$ cat src/rtl/uart_tx_ctrl.sv
// Feeds a UART Tx PISO shift register from a small byte FIFO, adding the bit8
// (parity or extra stop) and sequencing valid / tx_busy so frames are 11 clks.
module uart_tx_ctrl #(
  parameter int FIFO_DEPTH = 4,
  parameter int PARITY_EN  = 1,
  parameter int PARITY_ODD = 0
) (
  input  logic                        clk,
  input  logic                        reset,
  input  logic [7:0]                  in_data,
  input  logic                        in_valid,
  output logic                        in_ready,
  output logic                        sr_valid,
  output logic                        sr_tx_busy,
  output logic [8:0]                  sr_data,
  output logic [$clog2(FIFO_DEPTH):0] fifo_count,
  output logic                        frame_done
);
  localparam int AW = $clog2(FIFO_DEPTH);
  localparam int CW = AW + 1;

  typedef enum logic {IDLE, SEND} state_t;

  state_t          state, next_state;
  logic [3:0]      bit_cnt;
  logic [7:0]      mem [FIFO_DEPTH];
  logic [AW-1:0]   rd_ptr, wr_ptr;
  logic [CW-1:0]   count;
  logic            full, empty, push, pop;
  logic [7:0]      head;
  logic            bit8;

  assign full       = (count == CW'(FIFO_DEPTH));
  assign empty      = (count == '0);
  assign in_ready   = !full;
  assign push       = in_valid && !full;
  assign pop        = sr_valid;
  assign fifo_count = count;
  assign head       = mem[rd_ptr];

  // bit8 is parity when enabled, otherwise a constant 1 that acts as a second stop bit
  assign bit8    = (PARITY_EN != 0) ? ((^head) ^ logic'(PARITY_ODD != 0)) : 1'b1;
  assign sr_data = empty ? 9'h1FF : {bit8, head};

  always_ff @(posedge clk) begin
    if (push) mem[wr_ptr] <= in_data;
  end

  always_ff @(posedge clk or posedge reset) begin
    if (reset) begin
      rd_ptr <= '0;
      wr_ptr <= '0;
      count  <= '0;
    end else begin
      if (push) wr_ptr <= wr_ptr + AW'(1);
      if (pop)  rd_ptr <= rd_ptr + AW'(1);
      if (push && !pop)      count <= count + CW'(1);
      else if (pop && !push) count <= count - CW'(1);
    end
  end

  always_ff @(posedge clk or posedge reset) begin
    if (reset) begin
      state   <= IDLE;
      bit_cnt <= '0;
    end else begin
      state   <= next_state;
      bit_cnt <= (state == SEND && next_state == SEND) ? bit_cnt + 4'd1 : 4'd0;
    end
  end

  always_comb begin
    next_state = state;
    sr_valid   = 1'b0;
    sr_tx_busy = 1'b0;
    frame_done = 1'b0;
    case (state)
      IDLE: begin
        sr_valid = !empty;
        if (!empty) next_state = SEND;
      end
      SEND: begin
        sr_tx_busy = 1'b1;
        // bit_cnt 9 is the stop-bit cycle; the following edge may load the next frame
        if (bit_cnt == 4'd9) begin
          frame_done = 1'b1;
          next_state = IDLE;
        end
      end
      default: next_state = IDLE;
    endcase
  end
endmodule
$ cat config.mk
export PLATFORM = sky130hd
export DESIGN_NAME = uart_tx_ctrl
export DESIGN_NICKNAME = d
export VERILOG_FILES = /design/src/rtl/uart_tx_ctrl.sv
export SDC_FILE = /design/constraint.sdc
export NUM_CORES = 1
export LEC_CHECK = 0
export BUFFER_PORTS_ARGS = -buffer_cell sky130_fd_sc_hd__buf_2
export CORE_MARGIN = 1
export CORE_UTILIZATION = 56
export DETAILED_ROUTE_END_ITERATION = 16
export GPL_TIMING_DRIVEN = 1
export PLACE_DENSITY = 0.78
export REMOVE_ABC_BUFFERS = 1
export SLEW_MARGIN = 25
export SYNTH_ARGS = -nofsm -noshare
export SYNTH_HDL_FRONTEND = slang
export SYNTH_SLANG_ARGS = --single-unit
$ cat constraint.sdc
create_clock -name clk -period 6.7 [get_ports clk]
set_input_delay 0.335 -clock clk [delete_from_list [all_inputs] [get_ports clk]]
set_output_delay 0.335 -clock clk [all_outputs]
set_load 0.02 [all_outputs]
# After elaboration in Yosys (flattened, before gate mapping)
# Memory sizes are Yosys's and may differ from the RTL's.
# Cells that the tools add are included.
# word_totals
ff_bits	12
ram_bits	32
inputBits	11
out_inout_bits	16
wordCells	38
memories	1
# memory_table
memory	words	width	rd	rd_clocked_by_memory_dff	wr	line	source
mem	4	8	1	0	1	26	logic [7:0] mem [FIFO_DEPTH];
# op_classes
add_sub_neg	5
n_eq_ne	2
mux	13
n_bitwise	1
n_reduce_logical	11
# op_table
op	count
$mux 9	1
$mux 1	8
$reduce_xor 8->1	1
$mux 3	2
$add 2x1->2 const B	2
$add 4x1->4 const B	1
$eq 4x4->1 const B	1
$logic_and 1x1->1	4
$logic_not 1->1	4
$mux 4	1
$add 3x1->3 const B	1
$eq 3x3->1 const B	1
$logic_not 3->1	1
$sub 3x1->3 const B	1
$pmux 1 s2	1
$reduce_bool 2->1	1
$not 1->1	1

# Longest topological paths before layout
# logic_depth
word_depth	7
depth_mapped	9
ltp_nobuf	9

# Worst setup path after synthesis
# OpenSTA, ideal clock, no wires.
# synth_timing
kind	register to register
startpoint	register count[0], in the netlist fifo_count[0]
endpoint	register count[2], in the netlist fifo_count[2]
setup_ps	80
arrival_time_ps	2269
t_required_ps	6620
path_slack_ps	4351
stages_incl_launch_ff	10
path_buffers	0
synth_period_minus_slack_ps	2349
cell_sequence	dfrtp_1 > nor3_1 > nor2_1 > inv_1 > ha_1 > inv_1 > fa_1 > xor2_1 > nor2_1 > xor2_1
# synth_between
elab_chain_cells	6
elab_cells_between_ends	15
cone_classes	add/sub (2); eq/ne (1); mux (3); reduce/logical (9)
# synth_lines
item	line	source
start: declaration	28	logic [CW-1:0] count;
start signal: assignment	57	if (push && !pop) count <= count + CW'(1);
start signal: assignment	58	else if (pop && !push) count <= count - CW'(1);
$logic_not 3->1 *	34	assign empty = (count == '0);
$logic_not 1->1 *	n/a	
$mux 1 *	77	case (state)
via sr_valid	13	output logic sr_valid,
$logic_not 1->1	57	
$logic_and 1x1->1	57	
$mux 3 / $reduce_bool 2->1 (equally long branches)	n/a	
# Mark *: on every way through the listed nets, which the timed path passes. The rest lies on a longest branch. The select of a mux whose other input is x is not followed.
# A chain may end at the register's enable or synchronous reset.

# Final worst setup path
# layout_timing
startpoint	register rd_ptr[0]
endpoint	output port sr_data[8]
# layout_between
elab_chain_cells	3
# layout_lines
item	line	source
start: declaration	27	logic [AW-1:0] rd_ptr, wr_ptr;
start signal: assignment	56	if (pop) rd_ptr <= rd_ptr + AW'(1);
$mem_v2 4x8	n/a	
$reduce_xor 8->1	42	assign bit8 = (PARITY_EN != 0) ? ((^head) ^ logic'(PARITY_ODD != 0)) : 1'b1;
$mux 9	43	assign sr_data = empty ? 9'h1FF : {bit8, head};
end: declaration	15	output logic [8:0] sr_data,
# Every way passes these cells.

==> flow_metrics.env <==
export IMPL_setup_slack_ps=3881
export IMPL_synthArstFlopShare_pct=27.27
export IMPL_syn_inst=118
export IMPL_fin_util_pct=67.98
export IMPL_io_buffers=26
export IMPL_dp_hpwl_um=2237
export IMPL_netlist_area_leader_share_pct=50.03
export IMPL_cts_buffer_depth=2
export IMPL_critPathKind="flip-flop to primary output"
export IMPL_holdCritPathClass="input port to flip-flop"
export IMPL_p_clk_share_pct=10.9
export IMPL_gp_congestion=0.6933
export IMPL_hold_viol_final=0
export IMPL_synth_area_top_cells="edfxtp_1, dfrtp_1, mux4_2"
export IMPL_ctsResizeCount=0
export IMPL_drtPass1Iterations=4
export IMPL_met1_usage_pct=25.41
export IMPL_status="finished clean"
export IMPL_required_ps=6360
export IMPL_root_buffer="clkbuf_4"
export IMPL_synth_commonest_cells="edfxtp_1, dfrtp_1, xnor2_1, mux4_2, or2_2"
export IMPL_relSlewSlack_pct=43.25
export IMPL_io_pins=27
export IMPL_r2r_slack_ps=4110
export IMPL_p_per_area_nw_per_um2=510.6
export IMPL_antenna_found_initial=0
export IMPL_synth_edf_count=32
export IMPL_postCtsSetupBuffers=0
export IMPL_cts_buffers=5
export IMPL_area_growth_synth_to_final_pct=11.60
export IMPL_core_region_area_um2=3153
export IMPL_fillCellCount=252
export IMPL_fin_nets=169
export IMPL_finalSetupViolCount=0
export IMPL_route_vias_total=1020
export IMPL_drc=0
export IMPL_die_height_um=60.57
export IMPL_via_per_inst=5.231
export IMPL_ys_seq_elements=44
export IMPL_seqPwrFrac_pct=40.0
export IMPL_gr_usage_met2_pct=32.50
export IMPL_cts_sinks=44
export IMPL_p_int_mw=0.6558
export IMPL_initial_core_util_pct=60.91
export IMPL_synth_area_leader_cell="edfxtp_1"
export IMPL_clk_latency_ps=350
export IMPL_irDropWorstVdd_uv=209.9
export IMPL_grt_max_degree=14
export IMPL_arrival_ps=2480
export IMPL_power_mw=1.094
export IMPL_wl_um=3111
export IMPL_hold_slack_ps=203.5
export IMPL_dieArea_um2=3668
export IMPL_finalCritPeriodShare_pct=42.07
export IMPL_r2r_end="fifo_count[2]$_DFFE_PP0P_"
export IMPL_rsz0062_at_grt="no"
export IMPL_crit_path_start_kind="flip-flop"
export IMPL_synthFlopType="edfxtp_1"
export IMPL_combinationalPowerShare_pct=49.1
export IMPL_syn_avg_cell_area_um2=16.28
export IMPL_synth_most_common_cell="edfxtp_1"
export IMPL_end_kind="primary output"
export IMPL_cts_tree="done"
export IMPL_reg2reg_depth=9
export IMPL_dpl_worst_slack_ps=4122
export IMPL_tns_ps=0
export IMPL_synth_area_um2=1921
export IMPL_power_leakage_nw=0.8470
export IMPL_regArea_um2=1261
export IMPL_synth_warnings=0
export IMPL_switching_share_pct=40.07
export IMPL_fp_dieW_um=60.57
export IMPL_crit_start="rd_ptr[0]$_DFFE_PP0P_"
export IMPL_grt_pass1_vias=1037
export IMPL_rows=20
export IMPL_crit_fanout=10
export IMPL_power_switching_mw=0.4386
export IMPL_reg2reg_from="fifo_count[0]$_DFFE_PP0P_"
export IMPL_tightest_slew_ps=844.8
export IMPL_clk_pin_slew_ps=130
export IMPL_period_needed_ps=2819
export IMPL_multi_input_area_um2=608.1
export IMPL_antennaDiodeCount=0
export IMPL_track_usage_pct=20.04
export IMPL_drv_cap=0
export IMPL_seq_area_frac_synth_pct=65.67
export IMPL_htreeDepth=2
export IMPL_drtIter0Drc=41
export IMPL_drive_above_1_share_pct=32.45
export IMPL_max_freq_ghz=0.3547
export IMPL_wire_per_inst_um=15.95
export IMPL_fin_worst_skew_ps=9.927
export IMPL_top_usage_layer="met2"
export IMPL_postCtsHoldBufs=1
export IMPL_overflow=0
export IMPL_grt_pass1_wl_um=4892
export IMPL_antenna_left=0
export IMPL_synth_cell_type_count=24
export IMPL_grt_met3_usage_pct=7.036
export IMPL_slew_violations=0
export IMPL_crit_path_end="sr_data[8]"
-- stage by stage --
step | std cells | cell area [um2]
4_1_cts | 195 | 2143
3_5_place_dp | 186 | 2081
6_report | 195 | 2143
2_1_floorplan | 116 | 1896
3_3_place_gp | 186 | 2081
5_1_grt | 195 | 2143
-- routing by layer --
layer / part of all wire [%] / vias to the layer above
met3: 4.1 / 4
met4: 1.2 / 0
met2: 49 / 23
met5: 0 / -
li1: - / 488
met1: 46 / 505
-- registers in the layout (all words and copies together), names as in the netlist --
signal      count
bit_cnt         4
wr_ptr          2
state           1
rd_ptr          2
fifo_count      3
mem            32
-- cells by family after synthesis --
group	count (synthesis)	share of synthesized area (%)
xor+xnor	15	6.841
mux	9	9.967
flops	44	65.67
simple gates	30	8.339
buf+inv	9	2.671
compound gates	3	0.9117
fa+ha+maj	8	5.602
-- power groups by stage --
stage / clock network, mW / logic, mW / registers (mW)
5_1_grt: 0.135 / 0.586 / 0.450
4_1_cts: 0.124 / 0.543 / 0.441
6_report: 0.119 / 0.538 / 0.438
3_5_place_dp: 0 / 0.541 / 0.447
3_3_place_gp: 0 / 0.527 / 0.440
2_1_floorplan: 0 / 0.392 / 0.440
-- critical path, stage by stage (launching register included) --
cell	delay, ps
dfrtp_1	740
mux4_2	610
xnor2_1	230
xnor2_1	160
xnor2_1	150
nand2_1	90
buf_2	160
-- placed cells by master (no fill, tap or decap), types with 3 or more instances in the layout --
master	count
edfxtp_1	32
buf_2	26
xnor2_1	12
dfrtp_1	12
mux4_2	8
or2_2	8
inv_1	7
ha_1	7
nor2_1	6
nand2_1	6
clkbuf_4	5
and3_1	4
xor2_1	3
-- area by class of cell --
cell class | count | area share [%]
Clock buffer | 6 | 1.926
Clock inverter | 2 | 0.5254
Inverter | 7 | 1.226
Multi-Input combinational cell | 65 | 28.37
Sequential cell | 44 | 58.84
Tap cell | 44 | 2.569
Timing Repair Buffer | 27 | 6.538
-- how the worst min path moves through the flow --
stage | to | cells after the start | start
3_5_place_dp | wr_ptr[0]$_DFFE_PP0P_ | 2 | reset
5_1_grt | mem[1][1]$_DFFE_PP_ | 1 | in_data[1]
3_3_place_gp | wr_ptr[0]$_DFFE_PP0P_ | 2 | reset
2_1_floorplan | bit_cnt[0]$_DFF_PP0_ | 1 | reset
6_report | mem[3][6]$_DFFE_PP_ | 1 | in_data[6]
4_1_cts | mem[3][2]$_DFFE_PP_ | 1 | in_data[2]
Note: power is estimated with default switching activity, not from simulation.
